### config.mk
export PLATFORM = sky130hd
export DESIGN_NAME = vga_timing_gen
export DESIGN_NICKNAME = d
export VERILOG_FILES = /design/src/rtl/vga_timing_gen.sv
export SDC_FILE = /design/constraint.sdc
export NUM_CORES = 1
export LEC_CHECK = 0
export CAP_MARGIN = 30
export CELL_PAD_IN_SITES_DETAIL_PLACEMENT = 1
export CELL_PAD_IN_SITES_GLOBAL_PLACEMENT = 2
export CORE_MARGIN = 8
export CORE_UTILIZATION = 32
export CTS_CLUSTER_DIAMETER = 200
export DETAILED_ROUTE_END_ITERATION = 10
export GPL_ROUTABILITY_DRIVEN = 0
export PLACE_DENSITY_LB_ADDON = 0.15
export SLEW_MARGIN = 40
export SYNTH_ARGS = -nofsm -noshare
export SYNTH_HDL_FRONTEND = slang
export SYNTH_SLANG_ARGS = --single-unit
### constraint.sdc
create_clock -name clk -period 2.4 [get_ports clk]
set_input_delay 0.48 -clock clk [delete_from_list [all_inputs] [get_ports clk]]
set_output_delay 0.48 -clock clk [all_outputs]
set_load 0.02 [all_outputs]
### src/rtl/vga_timing_gen.sv
// VGA raster timing generator: pixel-strobe divider plus horizontal/vertical counters,
// registered syncs and a frame-start pulse. Defining VGA_FRAME_CNT_EN adds the 8-bit
// frame_cnt output and its register.
module vga_timing_gen #(
   parameter int unsigned CLK_DIV   = 4,
   parameter int unsigned H_DISPLAY = 640,
   parameter int unsigned H_FRONT   = 16,
   parameter int unsigned H_SYNC    = 96,
   parameter int unsigned H_BACK    = 48,
   parameter int unsigned V_DISPLAY = 480,
   parameter int unsigned V_FRONT   = 10,
   parameter int unsigned V_SYNC    = 2,
   parameter int unsigned V_BACK    = 33
) (
   input  logic       clk,
   input  logic       reset,
   output logic [9:0] x,
   output logic [9:0] y,
   output logic       p_tick,
   output logic       hsync,
   output logic       vsync,
   output logic       video_on,
   output logic       frame_start
`ifdef VGA_FRAME_CNT_EN
   ,
   output logic [7:0] frame_cnt
`endif
);

   localparam int unsigned H_TOTAL  = H_DISPLAY + H_FRONT + H_SYNC + H_BACK;
   localparam int unsigned V_TOTAL  = V_DISPLAY + V_FRONT + V_SYNC + V_BACK;
   localparam int unsigned HS_START = H_DISPLAY + H_FRONT;
   localparam int unsigned HS_END   = H_DISPLAY + H_FRONT + H_SYNC - 1;
   localparam int unsigned VS_START = V_DISPLAY + V_FRONT;
   localparam int unsigned VS_END   = V_DISPLAY + V_FRONT + V_SYNC - 1;
   localparam int unsigned DIV_W    = (CLK_DIV > 1) ? $clog2(CLK_DIV) : 1;

   logic [DIV_W-1:0] div_cnt_q, div_cnt_d;
   logic             p_tick_q, p_tick_d;
   logic [9:0]       x_q, x_d;
   logic [9:0]       y_q, y_d;
   logic             hsync_q, hsync_d;
   logic             vsync_q, vsync_d;
   logic             frame_start_q, frame_start_d;
   logic             x_last, y_last;
`ifdef VGA_FRAME_CNT_EN
   logic [7:0]       frame_cnt_q, frame_cnt_d;
`endif

   // Next-state: divider, raster counters and sync levels derived from the next counters
   always_comb begin
      div_cnt_d     = div_cnt_q + DIV_W'(1);
      p_tick_d      = 1'b0;
      x_d           = x_q;
      y_d           = y_q;
      x_last        = (x_q == 10'(H_TOTAL - 1));
      y_last        = (y_q == 10'(V_TOTAL - 1));
      frame_start_d = 1'b0;

      if (div_cnt_q == DIV_W'(CLK_DIV - 1)) begin
         div_cnt_d = '0;
         p_tick_d  = 1'b1;
      end

      // Counters move only on edges where the strobe is already registered high
      if (p_tick_q) begin
         if (x_last) begin
            x_d = '0;
            if (y_last) begin
               y_d           = '0;
               frame_start_d = 1'b1;
            end else begin
               y_d = y_q + 10'd1;
            end
         end else begin
            x_d = x_q + 10'd1;
         end
      end

      // Syncs use next-state counters so they line up with x/y in the same cycle
      hsync_d = !((x_d >= 10'(HS_START)) && (x_d <= 10'(HS_END)));
      vsync_d = !((y_d >= 10'(VS_START)) && (y_d <= 10'(VS_END)));
`ifdef VGA_FRAME_CNT_EN
      frame_cnt_d = frame_start_d ? frame_cnt_q + 8'd1 : frame_cnt_q;
`endif
   end

   // State registers, asynchronous active-high reset
   always_ff @(posedge clk or posedge reset) begin
      if (reset) begin
         div_cnt_q     <= '0;
         p_tick_q      <= 1'b0;
         x_q           <= '0;
         y_q           <= '0;
         hsync_q       <= 1'b1;
         vsync_q       <= 1'b1;
         frame_start_q <= 1'b0;
`ifdef VGA_FRAME_CNT_EN
         frame_cnt_q   <= '0;
`endif
      end else begin
         div_cnt_q     <= div_cnt_d;
         p_tick_q      <= p_tick_d;
         x_q           <= x_d;
         y_q           <= y_d;
         hsync_q       <= hsync_d;
         vsync_q       <= vsync_d;
         frame_start_q <= frame_start_d;
`ifdef VGA_FRAME_CNT_EN
         frame_cnt_q   <= frame_cnt_d;
`endif
      end
   end

   assign x           = x_q;
   assign y           = y_q;
   assign p_tick      = p_tick_q;
   assign hsync       = hsync_q;
   assign vsync       = vsync_q;
   assign frame_start = frame_start_q;
   assign video_on    = (x_q < 10'(H_DISPLAY)) && (y_q < 10'(V_DISPLAY));
`ifdef VGA_FRAME_CNT_EN
   assign frame_cnt   = frame_cnt_q;
`endif

endmodule

==> run summary, run 1 <==
- **endpoint with the worst hold slack** div_cnt_q[0]$_DFF_PP0_
- **Tmin final** 2222 ps
- **hold_buf cts** 0
- **TritonCTS Sinks** 26
- **Fin. Hold Viols** 0
- **fraction of synthesized cell area taken by the top area cell type** 43.84%
- **Worst Path Max Fanout** 5
- **maximum level of the CTS H-tree** 1
- **Routed WL** 3682 um
- **fraction of the mapped netlist area in adder cells** 3.653%
- **Max Transition Viols Final** 0
- **setup repair after global routing missed its margin** false
- **die extent in x** 81.43 um
- **FF-to-FF End** vsync$_DFF_PP1_
- **area enclosed by the die boundary** 6631 um^2
- **Filler Cell Count** 464
- **worst clock skew** 2.578 ps
- **sequential-to-total area share from yosys stat** 47.67%
- **CP Capture Type** output pin
- **Post-DP HPWL** 2743 um
- **clock insertion delay at the later pin of the skew report** 270 ps
- **register bit total from synthesis** 26
- **1st-pass router iterations** 4
- **CTS tree** done
- **flip-flop cell with the highest count after synthesis** dfrtp_1
- **Congestion Overflow GR** 0
- **leading cell type in the layout, fill and taps excluded** clkdlybuf4s50_1
- **fraction of the mapped netlist area in compound gates** 7.215%
- **worst relative slew slack** 73.33%
- **maximum buffer depth of the clock tree** 2
- **number of synthesized flops with an enable pin** 0
- **number of port buffers** 26
- **Crit Path Category** reg2out
- **total of warnings raised by yosys** 0
- **final setup fails** 0
- **Data required, critical path** 1920 ps
- **Resize count post-CTS** 0
- **Synth area leader** dfrtp_1
- **xor/xnor share of the synthesized area** 7.032%
- **via count of the first global-routing pass** 1177
- **cts bufs inserted** 3
- **result of the run** finished, final reports clean
- **final worst-path cycle share** 92.57%
- **ratio of cells with drive above 1 in the final layout** 11.31%
- **antenna cells** 0
- **sequential group share of total power** 62.8%
- **Worst VDD drop** 176.1 uV
- **startpoint class of the critical path** flop
- **pin count of the biggest net entering global routing** 27
- **total setup buffers inserted after CTS** 0
- **cell count after synthesis** 135
- **net switching power of the design** 0.1447 mW
- **area of the mapped netlist** 1370 um^2
- **wire length of the first global-routing pass** 6141 um
- **leading post-synthesis cells by cell area** dfrtp_1 (44%), xnor2_1 (4.5%), dfstp_2 (3.8%), ha_1 (3.7%), nand3_1 (3.7%)
- **number of cells on the worst reg-to-reg path** 7
- **Initial Util** 33.77%
- **Internal Power** 0.5529 mW
- **Die Y** 81.43 um
- **routed via count** 1145
- **Root Buffer** clkbuf_8
- **Synth async-reset ratio** 100.0%
- **synthesized-area fraction occupied by and/or/nand/nor cells** 29.59%
- **Clk network pwr share** 35.6%
- **Std-Cell Core Area** 4058 um^2
- **number of vias per cell** 5.252
- **multiplexer area fraction after synthesis** 1.553%
- **pin slew with the least headroom to its limit** 396.9 ps
- **total negative slack for setup checks** 0 ps
- **hold crit path type** reg2reg
- **initial antenna violation count** 0
- **Net Count, Synth** 141
- **Hold Path Depth** 1
- **initial detailed-routing violation count** 68
- **combinational family with the most area after synthesis** simple AND/OR/NAND/NOR gates
- **total of max-cap violations** 0
- **worst endpoint data arrival time** 1740 ps
- **total design power** 0.6977 mW
- **worst hold path startpoint** div_cnt_q[0]$_DFF_PP0_
- **final net count** 176
- **PD cells** 391.0 nW/um^2
- **commonest cells after routing, fill and taps aside** clkdlybuf4s50_1 (26), dfrtp_1 (24), nand2_1 (12)
- **origin of the critical flop-to-flop path** y[0]$_DFF_PP0_
- **combinational power share** 1.6%
- **Synth cell types** 41
- **Leakage** 0.7704 nW
- **worst reg-to-reg setup slack** 210 ps
- **Wirelength per Cell** 16.89 um
- **I/O Pins** 27
- **net switching fraction of the power** 20.75%
- **maximum operating frequency** 0.4501 GHz
- **post-route DRC violation count** 0
- **GRT Total Usage** 11.81%
- **average size of a mapped cell** 10.15 um^2
- **post-route antenna net violation count** 0
- **area added between synthesis and finish** 30.23%
- **DP Area** 1734 um^2
- **register clock-pin slew on the reported worst setup and hold paths** 90 ps
- **post-route cell area** 1784 um^2
- **cell row count** 23
-- worst max-delay path, cell delays in order (launching register included) --
cell,delay [ps]
dfrtp_1,390
buf_4,160
o21a_1,170
nor3_1,130
clkdlybuf4s50_1,630
-- stage by stage --
step / worst slack [ps] / utilization (%) / cells / hold slack [ps]
4_1_cts: 72.41 / 43.76 / 218 / 436.4
2_1_floorplan: 232.1 / - / 135 / 403.1
6_report: 178.3 / 43.97 / 218 / 432.1
5_1_grt: 60.56 / 43.97 / 218 / 459.3
3_5_place_dp: 102.5 / 42.74 / 215 / 419.6
3_3_place_gp: 206.4 / 42.74 / 215 / 414.4
-- flip-flops by register name, summed over array words and instances (netlist names) --
signal	cells
y	10
hsync	1
x	10
frame_start	1
div_cnt_q	2
p_tick	1
vsync	1
-- worst max-delay path by stage --
stage	from	endpoint	slack [ps]	cells past startpoint
final	x[7]$_DFF_PP0_	video_on	180	4
after floorplan	x[7]$_DFF_PP0_	hsync$_DFF_PP1_	230	5
after global placement	x[6]$_DFF_PP0_	vsync$_DFF_PP1_	210	5
after CTS	x[6]$_DFF_PP0_	y[3]$_DFF_PP0_	70	5
after detailed placement	x[6]$_DFF_PP0_	y[3]$_DFF_PP0_	100	5
after global routing	y[5]$_DFF_PP0_	video_on	60	4
-- cells in the mapped netlist (all sizes together), types with 2 or more instances --
library cell	count
nand4	7
and4	2
inv	7
nor3	5
or4b	2
xnor2	7
nor2	9
nor4	3
o21ai	4
clkbuf	3
xor2	4
dfstp	2
nand3	10
dfrtp	24
nand4b	2
ha	4
nand2b	2
and3	5
and2	2
a21oi	2
nand2	12
a21o	2
-- cell type report --
class                      instances  area (um^2)  area share, %
timing repair buffer              34        320.3          17.95
sequential                        26        653.1          36.61
clock buffer                       3        41.29          2.314
inverter                           7        26.28          1.473
multi-input combinational         98        680.7          38.15
tap                               50        62.56          3.506
-- power by group through the flow --
stage | registers [mW] | clock network, mW | logic [mW]
after floorplan | 0.446 | 0 | 0.00648
after global routing | 0.438 | 0.282 | 0.0138
after CTS | 0.438 | 0.260 | 0.0125
final | 0.438 | 0.248 | 0.0115
after detailed placement | 0.446 | 0 | 0.0127
after global placement | 0.446 | 0 | 0.0120
-- routing by layer --
metal,share of wire [%],global-route usage (%)
met1,47,15.23
met2,46,18.70
met3,6.2,3.603
met4,0.57,3.214
met5,0,0
-- logic make-up after synthesis --
kind of cell | after synthesis
mux | 2
compound gates | 14
flops | 26
buf+inv | 11
xor+xnor | 11
fa+ha+maj | 4
simple gates | 67
Power figures use the tool's default switching activity.
==> inputs of run 2 (changes only) <==
- CAP_MARGIN: 30 -> 20
- SLEW_MARGIN: 40 -> 5
==> results of run 2 <==
No change in the layout: final DEF, timing and power equal those of run 1.
==> inputs of run 3 (changes only) <==
- CORE_UTILIZATION: 32 -> 34
- clock period: 2.4 -> 2.61 ns (I/O delays scaled with it)
==> run 3 against run 2 <==
Against the previous run: register-to-register slack got worse by 30 ps; cell count fell by 1.4%; highest routed layer unchanged; core utilization rose by 0.65 points; clock skew rose by 0.72 ps; clock power rose by 5%; largest cell class unchanged; first-iteration DRC count rose by 15%.
==> run summary, run 3 (same netlist as run 1, synthesis figures left out) <==
- **result of the run** finished, final reports clean
- **wire length of the first global-routing pass** 5975 um
- **die extent in x** 79.48 um
- **Initial Util** 34.75%
- **CP Capture Type** flop
- **combinational power share** 1.5%
- **Tmin final** 2427 ps
- **Leakage** 0.7388 nW
- **Std-Cell Core Area** 3943 um^2
- **end-of-flow core utilization** 44.62%
- **antenna cells** 0
- **area enclosed by the die boundary** 6317 um^2
- **Worst VDD drop** 185.8 uV
- **cell row count** 23
- **slack of the critical path** 183.3 ps
- **hold crit path type** reg2reg
- **hold_buf cts** 0
- **Resize count post-CTS** 0
- **maximum level of the CTS H-tree** 1
- **cts bufs inserted** 3
- **net switching power of the design** 0.1343 mW
- **register clock-pin slew on the reported worst setup and hold paths** 90 ps
- **via count of the first global-routing pass** 1189
- **Crit Path Category** reg2reg
- **number of port buffers** 26
- **worst endpoint data arrival time** 2600 ps
- **number of placed instances, taps included** 211
- **startpoint class of the critical path** flop
- **Max Transition Viols Final** 0
- **1st-pass router iterations** 3
- **Clk network pwr share** 38.8%
- **total setup buffers inserted after CTS** 0
- **GRT Total Usage** 11.79%
- **Congestion Overflow GR** 0
- **Fin. Hold Viols** 0
- **Post-DP HPWL** 2646 um
- **Wirelength per Cell** 16.35 um
- **worst relative slew slack** 62.38%
- **ratio of cells with drive above 1 in the final layout** 9.697%
- **Routed WL** 3516 um
- **DP Worst Slack** 231.5 ps
- **routed via count** 1141
- **final net count** 172
- **initial detailed-routing violation count** 78
- **post-route DRC violation count** 0
- **non-filler cells in the finished layout** 215
- **sequential group share of total power** 59.7%
- **area of the multi-input gates** 671.9 um^2
- **total of max-cap violations** 0
- **I/O Pins** 27
- **Worst Path Max Fanout** 6
- **slowest CP cell** or4b_4
- **Die Y** 79.48 um
- **initial antenna violation count** 0
- **commonest cells after routing, fill and taps aside** clkdlybuf4s50_1 (26), dfrtp_1 (24), nand2_1 (12)
- **setup repair after global routing missed its margin** false
- **pin slew with the least headroom to its limit** 559.6 ps
- **Root Buffer** clkbuf_8
- **count of buffering cells on the critical path with inverters included** 0
- **total negative slack for setup checks** 0 ps
- **leading cell type in the layout, fill and taps excluded** clkdlybuf4s50_1
- **critical-path cell list** or4b_4 > nor4_2 > nand3_1 > a221oi_1 > o2111ai_1
- **clock insertion delay at the later pin of the skew report** 270 ps
- **pin count of the biggest net entering global routing** 27
- **PD cells** 383.3 nW/um^2
- **net switching fraction of the power** 19.92%
- **CTS tree** done
- **FF+latch area** 653.1 um^2
- **final worst-path cycle share** 92.98%
- **TritonCTS Sinks** 26
- **area added between synthesis and finish** 28.40%
- **family with the most delay on the worst path** simple AND/OR/NAND/NOR gates
- **maximum operating frequency** 0.4121 GHz
- **final setup fails** 0
- **maximum buffer depth of the clock tree** 2
- **maximum cell stage delay along the critical path** 600 ps
- **number of vias per cell** 5.307
- **Data required, critical path** 2780 ps
- **post-route antenna net violation count** 0
- **worst clock skew** 3.299 ps
- **Filler Cell Count** 439
- **Internal Power** 0.5400 mW
## run 3: path summary, 6_finish.rpt
kind / slack (ps) / depth (start not counted) / to / from
max in group asynchronous: 1720 / 3 / hsync$_DFF_PP1_ / reset
max reg2reg: 180 / 5 / vsync$_DFF_PP1_ / x[7]$_DFF_PP0_
min: 440 / 1 / div_cnt_q[0]$_DFF_PP0_ / div_cnt_q[0]$_DFF_PP0_
min reg2reg: 440 / 1 / div_cnt_q[0]$_DFF_PP0_ / div_cnt_q[0]$_DFF_PP0_
min in group asynchronous: 600 / 3 / div_cnt_q[0]$_DFF_PP0_ / reset
max: 180 / 5 / vsync$_DFF_PP1_ / x[7]$_DFF_PP0_
## run 3: per-stage QoR
stage          hold slack (ps)  cell area, um^2  power, mW
6_report                 437.5             1759     0.6742
5_1_grt                  465.2             1759     0.7036
4_1_cts                  437.3             1759     0.6872
3_5_place_dp             423.3             1704     0.4216
3_3_place_gp             414.0             1704     0.4213
2_1_floorplan            403.1             1370     0.4164
## run 3: worst register-to-register path: cells and delay by family (launching register included)
family | cells | cell delay [ps]
and+or+nand+nor | 3 | 1360
AOI/OAI and AO/OA | 2 | 520
DFF | 1 | 450
## run 3: layer usage
metal	GRT usage, %	wire length, um	vias to the layer above	share of wire, %
li1	-	-	554	-
met1	15.23	1682	564	48
met2	18.42	1615	18	46
met3	3.266	173	5	4.9
met4	3.889	44	0	1.3
met5	0	0	-	0
## run 3: power by group through the flow
stage	sequential, mW	combinational, mW	clock [mW]
after detailed placement	0.410	0.0112	0
after CTS	0.403	0.0111	0.273
after floorplan	0.410	0.00595	0
after global routing	0.403	0.0121	0.289
final	0.403	0.0102	0.261
after global placement	0.410	0.0108	0
## run 3: layout make-up
| type | count | area share (%) |
|---|---|---|
| timing repair buffer | 30 | 16.50 |
| tap | 50 | 3.556 |
| inverter | 7 | 1.494 |
| sequential | 26 | 37.13 |
| clock buffer | 4 | 3.129 |
| multi-input combinational | 98 | 38.19 |
